===== src/rtl/jtframe_dwnld_pkg.sv =====
// Shared types and constants for the download write scheduler.
// FIFO entries are packed as {word address, 16-bit data, 2-bit active-low mask}.
package jtframe_dwnld_pkg;

    typedef enum logic {
        StIdle  = 1'b0,
        StIssue = 1'b1
    } state_e;

    localparam logic [1:0] MASK_LO = 2'b10;
    localparam logic [1:0] MASK_HI = 2'b01;
    localparam logic [1:0] MASK_W  = 2'b00;

    localparam int unsigned ENTRY_DATA_W = 16;
    localparam int unsigned ENTRY_MASK_W = 2;

    function automatic int unsigned entry_w(input int unsigned addr_w);
        return addr_w + ENTRY_DATA_W + ENTRY_MASK_W;
    endfunction

endpackage


===== src/rtl/jtframe_dwnld_fifo.sv =====
// Small first-word fall-through FIFO. Also exposes the entry behind the head so the
// issue logic can chain writes without a bubble.
module jtframe_dwnld_fifo #(
    parameter int unsigned AW = 2,
    parameter int unsigned DW = 40
) (
    input  logic          clk_rom,
    input  logic          rst_n,
    input  logic          push,
    input  logic          pop,
    input  logic [DW-1:0] din,
    output logic [DW-1:0] dout,
    output logic [DW-1:0] dout_nxt,
    output logic          full,
    output logic          empty,
    output logic          multi
);

    localparam int unsigned Depth = 2**AW;

    logic [DW-1:0] mem_q [Depth];
    logic [AW:0]   wr_ptr_q, wr_ptr_d, rd_ptr_q, rd_ptr_d;
    logic [AW:0]   count;
    logic [AW-1:0] rd_nxt;
    logic          do_push, do_pop;

    assign count    = wr_ptr_q - rd_ptr_q;
    assign empty    = (wr_ptr_q == rd_ptr_q);
    assign full     = (wr_ptr_q[AW] != rd_ptr_q[AW]) && (wr_ptr_q[AW-1:0] == rd_ptr_q[AW-1:0]);
    assign multi    = (count > {{AW{1'b0}}, 1'b1});
    assign do_pop   = pop & ~empty;
    // A pop frees the head slot in the same cycle, so a full FIFO may still accept
    assign do_push  = push & (~full | do_pop);
    assign rd_nxt   = rd_ptr_q[AW-1:0] + 1'b1;
    assign dout     = mem_q[rd_ptr_q[AW-1:0]];
    assign dout_nxt = mem_q[rd_nxt];

    // Pointer advance
    always_comb begin
        wr_ptr_d = wr_ptr_q;
        rd_ptr_d = rd_ptr_q;
        if (do_push) wr_ptr_d = wr_ptr_q + 1'b1;
        if (do_pop)  rd_ptr_d = rd_ptr_q + 1'b1;
    end

    // Pointer registers; reset empties the FIFO
    always_ff @(posedge clk_rom or negedge rst_n) begin
        if (!rst_n) begin
            wr_ptr_q <= '0;
            rd_ptr_q <= '0;
        end else begin
            wr_ptr_q <= wr_ptr_d;
            rd_ptr_q <= rd_ptr_d;
        end
    end

    // Storage, no reset needed since the pointers define validity
    always_ff @(posedge clk_rom) begin
        if (do_push) mem_q[wr_ptr_q[AW-1:0]] <= din;
    end

endmodule


===== src/rtl/jtframe_dwnld_sched.sv =====
// Download write scheduler: ioctl byte writes -> cheat RAM or queued 16-bit SDRAM writes.
// Optional byte pairing into full-word writes is enabled with JTFRAME_DWNLD_PACK_EN.
module jtframe_dwnld_sched
    import jtframe_dwnld_pkg::*;
#(
    parameter int unsigned FIFO_AW    = 2,
    parameter int unsigned SDRAM_AW   = 22,
    parameter int unsigned NVRAM_BASE = 32'h003F_0000
) (
    input  logic                clk_rom,
    input  logic                rst_n,
    input  logic                downloading,
    input  logic [24:0]         ioctl_addr,
    input  logic [7:0]          ioctl_dout,
    input  logic                ioctl_wr,
    input  logic                ioctl_ram,
    input  logic                ioctl_cheat,
    output logic [SDRAM_AW-1:0] prog_addr,
    output logic [15:0]         prog_data,
    output logic [1:0]          prog_mask,
    output logic                prog_we,
    input  logic                prog_rdy,
    output logic [7:0]          cheat_addr,
    output logic [7:0]          cheat_data,
    output logic                cheat_we,
    output logic                busy,
    output logic                overflow,
    output logic                dwnld_done
);

    localparam int unsigned EntryW = entry_w(SDRAM_AW);
    localparam logic [SDRAM_AW-1:0] NvBase = SDRAM_AW'(NVRAM_BASE);

    function automatic logic [SDRAM_AW-1:0] word_addr(input logic [24:0] a, input logic ram);
        logic [SDRAM_AW-1:0] w;
        w = a[SDRAM_AW:1];
        return ram ? w + NvBase : w;
    endfunction

    logic              nb;
    logic              push_vld, lost, pend_any, drop, pop;
    logic [EntryW-1:0] push_ent, head, head_nxt;
    logic              fifo_full, fifo_empty, fifo_multi;
    logic              unused_addr;

    assign nb          = ioctl_wr & ~ioctl_cheat;
    assign unused_addr = ^ioctl_addr;

`ifdef JTFRAME_DWNLD_PACK_EN
    logic              pend_valid_q, pend_valid_d, pend_ram_q, pend_ram_d;
    logic [24:0]       pend_addr_q, pend_addr_d;
    logic [7:0]        pend_data_q, pend_data_d;
    logic              hold_valid_q, hold_valid_d;
    logic [EntryW-1:0] hold_q, hold_d, flush_ent, new_ent;
    logic              flush_vld, new_vld, match;

    assign match = pend_valid_q && (ioctl_addr == {pend_addr_q[24:1], 1'b1})
                   && (ioctl_ram == pend_ram_q);
    assign flush_ent = {word_addr(pend_addr_q, pend_ram_q), {2{pend_data_q}}, MASK_LO};
    assign pend_any  = pend_valid_q | hold_valid_q;

    // Pair an odd byte with its pending even partner, otherwise flush the pending byte
    always_comb begin
        pend_valid_d = pend_valid_q;
        pend_addr_d  = pend_addr_q;
        pend_data_d  = pend_data_q;
        pend_ram_d   = pend_ram_q;
        flush_vld    = 1'b0;
        new_vld      = 1'b0;
        new_ent      = {word_addr(ioctl_addr, ioctl_ram), ioctl_dout, pend_data_q, MASK_W};
        if (nb) begin
            if (match) begin
                new_vld      = 1'b1;
                pend_valid_d = 1'b0;
            end else begin
                flush_vld = pend_valid_q;
                if (!ioctl_addr[0]) begin
                    pend_valid_d = 1'b1;
                    pend_addr_d  = ioctl_addr;
                    pend_data_d  = ioctl_dout;
                    pend_ram_d   = ioctl_ram;
                end else begin
                    new_vld      = 1'b1;
                    pend_valid_d = 1'b0;
                    new_ent      = {word_addr(ioctl_addr, ioctl_ram), {2{ioctl_dout}}, MASK_HI};
                end
            end
        end else if (pend_valid_q && !downloading) begin
            flush_vld    = 1'b1;
            pend_valid_d = 1'b0;
        end
    end

    // One FIFO push per cycle: hold first, then flush, then the new byte; the loser waits
    always_comb begin
        push_vld     = hold_valid_q | flush_vld | new_vld;
        push_ent     = hold_valid_q ? hold_q : (flush_vld ? flush_ent : new_ent);
        hold_valid_d = hold_valid_q ? (flush_vld | new_vld) : (flush_vld & new_vld);
        hold_d       = (hold_valid_q && flush_vld) ? flush_ent : new_ent;
        lost         = hold_valid_q & flush_vld & new_vld;
    end

    // Pending byte and hold registers
    always_ff @(posedge clk_rom or negedge rst_n) begin
        if (!rst_n) begin
            pend_valid_q <= 1'b0;
            pend_addr_q  <= '0;
            pend_data_q  <= '0;
            pend_ram_q   <= 1'b0;
            hold_valid_q <= 1'b0;
            hold_q       <= '0;
        end else begin
            pend_valid_q <= pend_valid_d;
            pend_addr_q  <= pend_addr_d;
            pend_data_q  <= pend_data_d;
            pend_ram_q   <= pend_ram_d;
            hold_valid_q <= hold_valid_d;
            hold_q       <= hold_d;
        end
    end
`else
    assign pend_any = 1'b0;
    assign lost     = 1'b0;
    assign push_vld = nb;
    assign push_ent = {word_addr(ioctl_addr, ioctl_ram), {2{ioctl_dout}},
                       ioctl_addr[0] ? MASK_HI : MASK_LO};
`endif

    jtframe_dwnld_fifo #(
        .AW (FIFO_AW),
        .DW (EntryW)
    ) u_fifo (
        .clk_rom  (clk_rom),
        .rst_n    (rst_n),
        .push     (push_vld),
        .pop      (pop),
        .din      (push_ent),
        .dout     (head),
        .dout_nxt (head_nxt),
        .full     (fifo_full),
        .empty    (fifo_empty),
        .multi    (fifo_multi)
    );

    state_e              state_q, state_d;
    logic [SDRAM_AW-1:0] prog_addr_q, prog_addr_d;
    logic [15:0]         prog_data_q, prog_data_d;
    logic [1:0]          prog_mask_q, prog_mask_d;
    logic                prog_we_q, prog_we_d;
    logic                ovf_q, ovf_d, dl_q, busy_q, done_q, done_d;
    logic [7:0]          cheat_addr_q, cheat_data_q;
    logic                cheat_we_q;

    assign drop   = (push_vld & fifo_full & ~pop) | lost;
    assign busy   = downloading | ~fifo_empty | prog_we_q | pend_any;
    assign ovf_d  = (ovf_q & ~(downloading & ~dl_q)) | drop;
    assign done_d = ~downloading & fifo_empty & (state_q == StIdle) & ~pend_any & busy_q;

    // Issue FSM: the head stays queued until acknowledged, then the next one is chained
    always_comb begin
        state_d     = state_q;
        prog_addr_d = prog_addr_q;
        prog_data_d = prog_data_q;
        prog_mask_d = prog_mask_q;
        prog_we_d   = prog_we_q;
        pop         = 1'b0;
        case (state_q)
            StIdle: begin
                if (!fifo_empty) begin
                    {prog_addr_d, prog_data_d, prog_mask_d} = head;
                    prog_we_d = 1'b1;
                    state_d   = StIssue;
                end
            end
            StIssue: begin
                if (prog_rdy) begin
                    pop = 1'b1;
                    if (fifo_multi) begin
                        {prog_addr_d, prog_data_d, prog_mask_d} = head_nxt;
                    end else begin
                        prog_we_d = 1'b0;
                        state_d   = StIdle;
                    end
                end
            end
            default: state_d = StIdle;
        endcase
    end

    // Output, status and cheat registers
    always_ff @(posedge clk_rom or negedge rst_n) begin
        if (!rst_n) begin
            state_q      <= StIdle;
            prog_addr_q  <= '0;
            prog_data_q  <= '0;
            prog_mask_q  <= '0;
            prog_we_q    <= 1'b0;
            ovf_q        <= 1'b0;
            dl_q         <= 1'b0;
            busy_q       <= 1'b0;
            done_q       <= 1'b0;
            cheat_addr_q <= '0;
            cheat_data_q <= '0;
            cheat_we_q   <= 1'b0;
        end else begin
            state_q      <= state_d;
            prog_addr_q  <= prog_addr_d;
            prog_data_q  <= prog_data_d;
            prog_mask_q  <= prog_mask_d;
            prog_we_q    <= prog_we_d;
            ovf_q        <= ovf_d;
            dl_q         <= downloading;
            busy_q       <= busy;
            done_q       <= done_d;
            cheat_we_q   <= ioctl_wr & ioctl_cheat;
            if (ioctl_wr && ioctl_cheat) begin
                cheat_addr_q <= ioctl_addr[7:0];
                cheat_data_q <= ioctl_dout;
            end
        end
    end

    assign prog_addr  = prog_addr_q;
    assign prog_data  = prog_data_q;
    assign prog_mask  = prog_mask_q;
    assign prog_we    = prog_we_q;
    assign overflow   = ovf_q;
    assign dwnld_done = done_q;
    assign cheat_addr = cheat_addr_q;
    assign cheat_data = cheat_data_q;
    assign cheat_we   = cheat_we_q;

endmodule


===== config.mk =====
export PLATFORM = sky130hd
export DESIGN_NAME = jtframe_dwnld_sched
export DESIGN_NICKNAME = d
export VERILOG_FILES = /design/src/rtl/jtframe_dwnld_pkg.sv /design/src/rtl/jtframe_dwnld_fifo.sv /design/src/rtl/jtframe_dwnld_sched.sv
export SDC_FILE = /design/constraint.sdc
export NUM_CORES = 1
export LEC_CHECK = 0
export ABC_AREA = 1
export BUFFER_PORTS_ARGS = -buffer_cell sky130_fd_sc_hd__buf_4
export CAP_MARGIN = 20
export CORE_MARGIN = 3
export CORE_UTILIZATION = 40
export CTS_BUF_LIST = sky130_fd_sc_hd__clkbuf_4 sky130_fd_sc_hd__clkbuf_8
export DETAILED_ROUTE_END_ITERATION = 12
export GPL_TIMING_DRIVEN = 0
export MAX_ROUTING_LAYER = met4
export PLACE_DENSITY = 0.65
export SLEW_MARGIN = 20
export SYNTH_ARGS = -nofsm -noshare
export SYNTH_HDL_FRONTEND = slang
export SYNTH_SLANG_ARGS = --single-unit

===== constraint.sdc =====
create_clock -name clk_rom -period 4.7 [get_ports clk_rom]
set_input_delay 0.94 -clock clk_rom [delete_from_list [all_inputs] [get_ports clk_rom]]
set_output_delay 0.94 -clock clk_rom [all_outputs]
set_load 0.05 [all_outputs]

== Word-level counts from Yosys, hierarchy flattened ==
Memories as Yosys holds them, arrays and structs flattened.
Index checks and enable logic that the tools add are counted.

* Bits in registers: 69
* RAM bits: 160
* Output and inout port bits: 61
* Input bits: 40
* Word-level logic and storage cells: 81
* Memories kept: 1

* $add $sub $neg: 5
* Reduce and logical (&&, ||, !) cells: 4
* $lt $le $gt $ge: 1
* Muxes and demuxes: 26
* Bitwise operators: 23
* Equality and inequality tests: 7

{| class="wikitable"
|+ Memory list
! memory !! depth !! width !! rd ports !! clocked after memory_dff !! wr ports !! line !! text
|-
| u_fifo.mem_q || 4 || 40 || 2 || 0 || 1 || jtframe_dwnld_fifo.sv:21 || <nowiki>logic [DW-1:0] mem_q [Depth];</nowiki>
|}

{| class="wikitable"
|+ Operators by type and width
! kind !! number
|-
| $mux W22 || 4
|-
| $mux W16 || 3
|-
| $pmux W22 S2 || 1
|-
| $pmux W16 S2 || 1
|-
| $add A22 B22 Y22 const B || 1
|-
| $and A1 B1 Y1 || 11
|-
| $mux W1 || 10
|-
| $mux W2 || 4
|-
| $ne A2 B2 Y1 const B || 4
|-
| $not A1 Y1 || 8
|-
| $add A3 B1 Y3 const B || 2
|-
| $reduce_and A3 Y1 || 2
|-
| $or A1 B1 Y1 || 4
|-
| $pmux W1 S2 || 2
|-
| $pmux W2 S2 || 1
|-
| $eq A3 B3 Y1 || 1
|-
| $gt A3 B1 Y1 const B || 1
|-
| $sub A3 B3 Y3 || 1
|-
| $add A2 B1 Y2 const B || 1
|-
| $eq A2 B2 Y1 || 1
|-
| $logic_and A1 B1 Y1 || 2
|-
| $ne A1 B1 Y1 || 1
|}

== Logic depth before layout (Yosys ltp) ==
* Word-level depth: 7
* Depth in mapped cells: 13
* Gate-level depth less buffers: 11

== By module ==
A second synthesis with hierarchy kept.

* Cells, all modules: 1101
* Area total of the unflattened synthesis: 10621.4 um2

{| class="wikitable"
|+ Modules (own cells, without submodules)
! module !! seq. area each (um2) !! cells an instance !! area each (um2) !! instances
|-
| jtframe_dwnld_fifo || 4954.8 || 675 || 7537.2 || 1
|-
| jtframe_dwnld_sched || 1576.5 || 426 || 3084.2 || 1
|}

== Worst setup path before layout ==
OpenSTA, ideal clock, no wires.

* Path type: register to register
* Start point: register u_fifo.rd_ptr_q[1]
* End point: memory u_fifo.mem_q[3][0], enable pin
* Arrival time: 2808 ps
* Setup time: 424 ps
* Stages on the path, launching flop included: 10
* Path buffers: 2
* Period minus slack after synthesis: 3232 ps
* Setup slack: 1468 ps
* Data required time: 4276 ps
* Cell sequence: dfrtp_1 inv_1 buf_2 buf_2 ha_1 nand2_1 inv_1 nand4_1 nand2_2 nor2_1

* Longest elaborated chain between the ends: 7
* Elaborated cells between the ends (all ways): 10
* Classes of those cells: eq/ne (2); mux (2); bitwise (5); reduce/logical (1)

{| class="wikitable"
|+ RTL lines
! item !! line !! text
|-
| from (decl) || jtframe_dwnld_fifo.sv:22 || <nowiki>logic [AW:0] wr_ptr_q, wr_ptr_d, rd_ptr_q, rd_ptr_d;</nowiki>
|-
| from (signal assigned) || jtframe_dwnld_fifo.sv:53 || <nowiki>rd_ptr_q <= rd_ptr_d;</nowiki>
|-
| $eq A3 B3 Y1 / $eq A2 B2 Y1 (equally long branches) || jtframe_dwnld_fifo.sv:28, jtframe_dwnld_fifo.sv:29 ||
|-
| $not A1 Y1 / $logic_and A1 B1 Y1 (equally long branches) || jtframe_dwnld_fifo.sv:31, jtframe_dwnld_fifo.sv:29 ||
|-
| $and A1 B1 Y1 / $not A1 Y1 (equally long branches) || jtframe_dwnld_fifo.sv:31, jtframe_dwnld_fifo.sv:33 ||
|-
| $or A1 B1 Y1 (*) || jtframe_dwnld_fifo.sv:33 || <nowiki>assign do_push = push & (~full | do_pop);</nowiki>
|-
| $and A1 B1 Y1 (*) || jtframe_dwnld_fifo.sv:33 ||
|-
| $mux W1 (*) || jtframe_dwnld_fifo.sv:59 || <nowiki>if (do_push) mem_q[wr_ptr_q[AW-1:0]] <= din;</nowiki>
|-
| $mux W1 (implied by the code) (*) || jtframe_dwnld_fifo.sv:59 ||
|-
| to (decl) || jtframe_dwnld_fifo.sv:21 ||
|}

Mark *: on every way between the ends. The rest lies on a longest branch, timed or not.

== Final worst setup path ==
* Start point: register u_fifo.rd_ptr_q[1]
* End point: output busy

* Longest elaborated chain between the ends: 4

{| class="wikitable"
|+ RTL lines
! item !! line !! text
|-
| $eq A3 B3 Y1 || jtframe_dwnld_fifo.sv:28 || <nowiki>assign empty = (wr_ptr_q == rd_ptr_q);</nowiki>
|-
| $not A1 Y1 || jtframe_dwnld_sched.sv:155 || <nowiki>assign busy = downloading | ~fifo_empty | prog_we_q | pend_any;</nowiki>
|-
| $or A1 B1 Y1 (2 in a row) || jtframe_dwnld_sched.sv:155 ||
|-
| to (decl) || jtframe_dwnld_sched.sv:26 || <nowiki>output logic busy,</nowiki>
|}

No other way between the ends.

==> results.yml <==
yosys:
  ys_warn_count: 0
  synth.most_common_cell: "nand2_1"
  ys_top_cells_by_area: "edfxtp_1, dfrtp_1, nand2_1"
  netlist.area_leader.share_pct: 42.96
  synthTopCellsByCount: "nand2_1, nand3_1, edfxtp_1"
  synth-main-ff-cell: "edfxtp_1"
  synth_cells: 968
  async_reset_ff_share_pct: 32.28
  ys_seq_elements: 189
  syn_nets: 1017
  yosysSeqAreaShare_pct: 60.02
  syn-cell-area_um2: 8947
  yosysUniqueCellTypes: 29
  yosysTopAreaCell: "edfxtp_1"
  syn_area_per_cell_um2: 9.243
  synth-edff-count: 128
layout:
  fill_cells: 2090
  syn2layout_area_growth_pct: 18.43
  final_cell_area_um2: 10600
  drive_above_1_share_pct: 19.69
  nNetsFinal: 1138
  antenna_cells: 0
sta:
  layout_setup_ws_ns: 1.110
  worst_pin_slew_ns: 0.8189
  slew_headroom_pct: 45.40
  skew_ns: 0.01493
  slew_viol_final: 0
  setup_violations: 0
  hold_viol: 0
  min_period_ns: 3.590
  fin_crit_sh_pct: 76.39
  holdWs_ns: 0.4771
  fmax_mhz: 278.5
  rsz0062_at_grt: "no"
floorplanning:
  die-area_um2: 24200
  start_util_pct: 40.87
  fp.dieH_um: 155.6
  coreArea_um2: 21890
  die_w_um: 155.6
  num_rows: 54
  pin_count: 101
critical_path:
  reg2reg_depth: 10
  crit_chain: "inv_1 > buf_2 > buf_2 > ha_1 > nand2_1 > inv_1 > nand3_2 > nor2_1 > inv_1 > or2_2 > buf_4"
  critPathSlowestCell: "dfrtp_1"
  critPathCaptureType: "output pin"
  start_kind: "flip-flop"
  path_max_fanout: 11
  r2r-start: "u_fifo.rd_ptr_q[1]"
  cp.arrival_ns: 2.65
  critPathKind: "reg2out"
  required_ns: 3.76
  crit_top_cell: "inv_1"
  cpLargestDelayFamily: "buffers and inverters"
  rrSetupSlack_ns: 1.71
  path_buf_inv: 6
  r2r-end: "u_fifo.mem_q[1][32]"
  cp_slowest_stage_delay_ns: 0.43
clock_tree:
  numCtsBuffers: 17
  ctsHtreeMaxLevel: 4
  insertion_delay_ns: 0.47
  cts_hold_buffers: 0
  path_clk_slew_ns: 0.09
  cts_setup_buffers: 0
  cts_tree: "done"
  cts_sinks: 189
  cts-root-buf: "clkbuf_8"
  cts_buffer_depth: 2
  cts_resized: 0
power:
  p_comb_share_pct: 55.5
  irDropWorstVdd_uv: 342.2
  pwr-share-clk_pct: 14.8
  intPower_mw: 4.056
  power.switching_mw: 3.719
  leakage_nw: 4.709
  power_frac_seq_pct: 29.7
  powerDensity_nw_per_um2: 733.7
  switching_share_pct: 47.83
drt:
  vias: 7102
  wl_per_cell_um: 16.93
  viasPerCell: 5.139
  drcViolationCount: 0
  first_pass_iters: 6
  wirelength_um: 23400
  ant_nets: 0
  drt_iter0_markers: 742
placed_design:
  dp_slack_ns: 1.645
  gp_congestion: 0.8422
  place_area_um2: 10170
  dp_hpwl_um: 15730
  port_buffers: 98
global_route:
  grt_use_total_pct: 20.05
  grt_pass1_wl_um: 36550
  overflow: 0
  grt_pass1_vias: 6707
  antenna_found_initial: 0
  grt_max_degree: 62
outcome:
  status: "completed"
worst_hold_path:
  worstHoldStart: "prog_addr[19]"
  hold_depth: 2
  hold_class: "reg2reg"
  hold-path-endpoint: "prog_addr[19]"
flow_run:
  drv_cap: 0
-- final cells by class --
type	instances	area, µm²	share of cell area (%)
Sequential cell	189	5370	50.68
Multi-Input combinational cell	685	3113	29.38
Timing Repair Buffer	102	838.3	7.911
Buffer	69	400.4	3.778
Tap cell	280	350.3	3.306
Clock buffer	21	270.3	2.550
Clock inverter	11	160.2	1.511
Inverter	25	93.84	0.8856
-- through the flow --
stage / power [mW] / setup TNS (ns) / std cells / utilization (%)
detailed placement: 6.634 / 0 / 1350 / 46.44
finish: 7.775 / 0 / 1382 / 48.41
floorplan: 5.355 / 0 / 968 / -
CTS: 7.786 / 0 / 1382 / 48.41
global route: 8.295 / 0 / 1382 / 48.41
global placement: 6.543 / -5.883 / 1346 / 45.83
-- sequential cells by signal, indices dropped and copies added (netlist names), 2 cells and up --
name             cells
u_fifo.mem_q       128
prog_addr           22
cheat_addr           8
cheat_data           8
prog_data            8
u_fifo.rd_ptr_q      3
u_fifo.wr_ptr_q      3
prog_mask            2
-- layout by cell type, fill, tap and decap left out, drive strengths merged --
| cell | n |
|---|---|
| buf | 163 |
| nor2 | 9 |
| dfrtp | 61 |
| inv | 28 |
| clkinv | 3 |
| ha | 8 |
| nand2 | 415 |
| o21ai | 4 |
| o31ai | 1 |
| nand3b | 1 |
| edfxtp | 128 |
| nand3 | 229 |
| nor3 | 2 |
| fa | 1 |
| nand4 | 2 |
| bufinv | 3 |
| a21oi | 2 |
| xor2 | 7 |
| clkinvlp | 2 |
| xnor2 | 2 |
| or2 | 2 |
| clkbuf | 29 |
-- tightest hold or removal path, cell delays in order (launching register included) --
cell and delay, ns:
dfrtp_1 0.35, nand2_1 0.05, nand2_1 0.04
-- worst max path at each step --
| stage | from | end | slack [ns] | cells after the start |
|---|---|---|---|---|
| after detailed placement | u_fifo.rd_ptr_q[1] | busy | 1.64 | 11 |
| after global placement | u_fifo.rd_ptr_q[1] | u_fifo.mem_q[3][10] | -0.11 | 9 |
| after CTS | u_fifo.rd_ptr_q[1] | busy | 1.12 | 11 |
| after floorplan | u_fifo.rd_ptr_q[1] | u_fifo.mem_q[3][0] | 1.47 | 9 |
| final | u_fifo.rd_ptr_q[1] | busy | 1.11 | 11 |
| after global routing | u_fifo.rd_ptr_q[1] | busy | 0.91 | 11 |
-- routing by layer --
layer	share of wire, %	track usage [%]	vias to the layer above
met5	0	-	-
met2	47	31.01	309
met4	2.1	6.794	0
met1	44	27.13	3298
met3	7.3	3.273	42
li1	-	-	3453
-- cell families (layout without fill, tap and decap cells) --
group / Yosys count / count (layout) / share of synthesized area (%)
XOR/XNOR: 9 / 9 / 0.8810
adder cells (fa/ha/maj): 9 / 9 / 1.343
AO/OA/AOI/OAI: 7 / 7 / 0.4196
flip-flops: 189 / 189 / 60.02
AND/OR/NAND/NOR: 660 / 660 / 31.81
buffers and inverters: 94 / 228 / 5.524
-- power groups by stage --
stage / sequential (mW) / combinational, mW / clock (mW)
final: 2.31 / 4.32 / 1.15
after global routing: 2.35 / 4.69 / 1.25
after CTS: 2.31 / 4.30 / 1.17
after detailed placement: 2.34 / 4.29 / 0
after global placement: 2.35 / 4.19 / 0
after floorplan: 2.88 / 2.48 / 0
No activity file was read; power rests on OpenSTA's default activity.
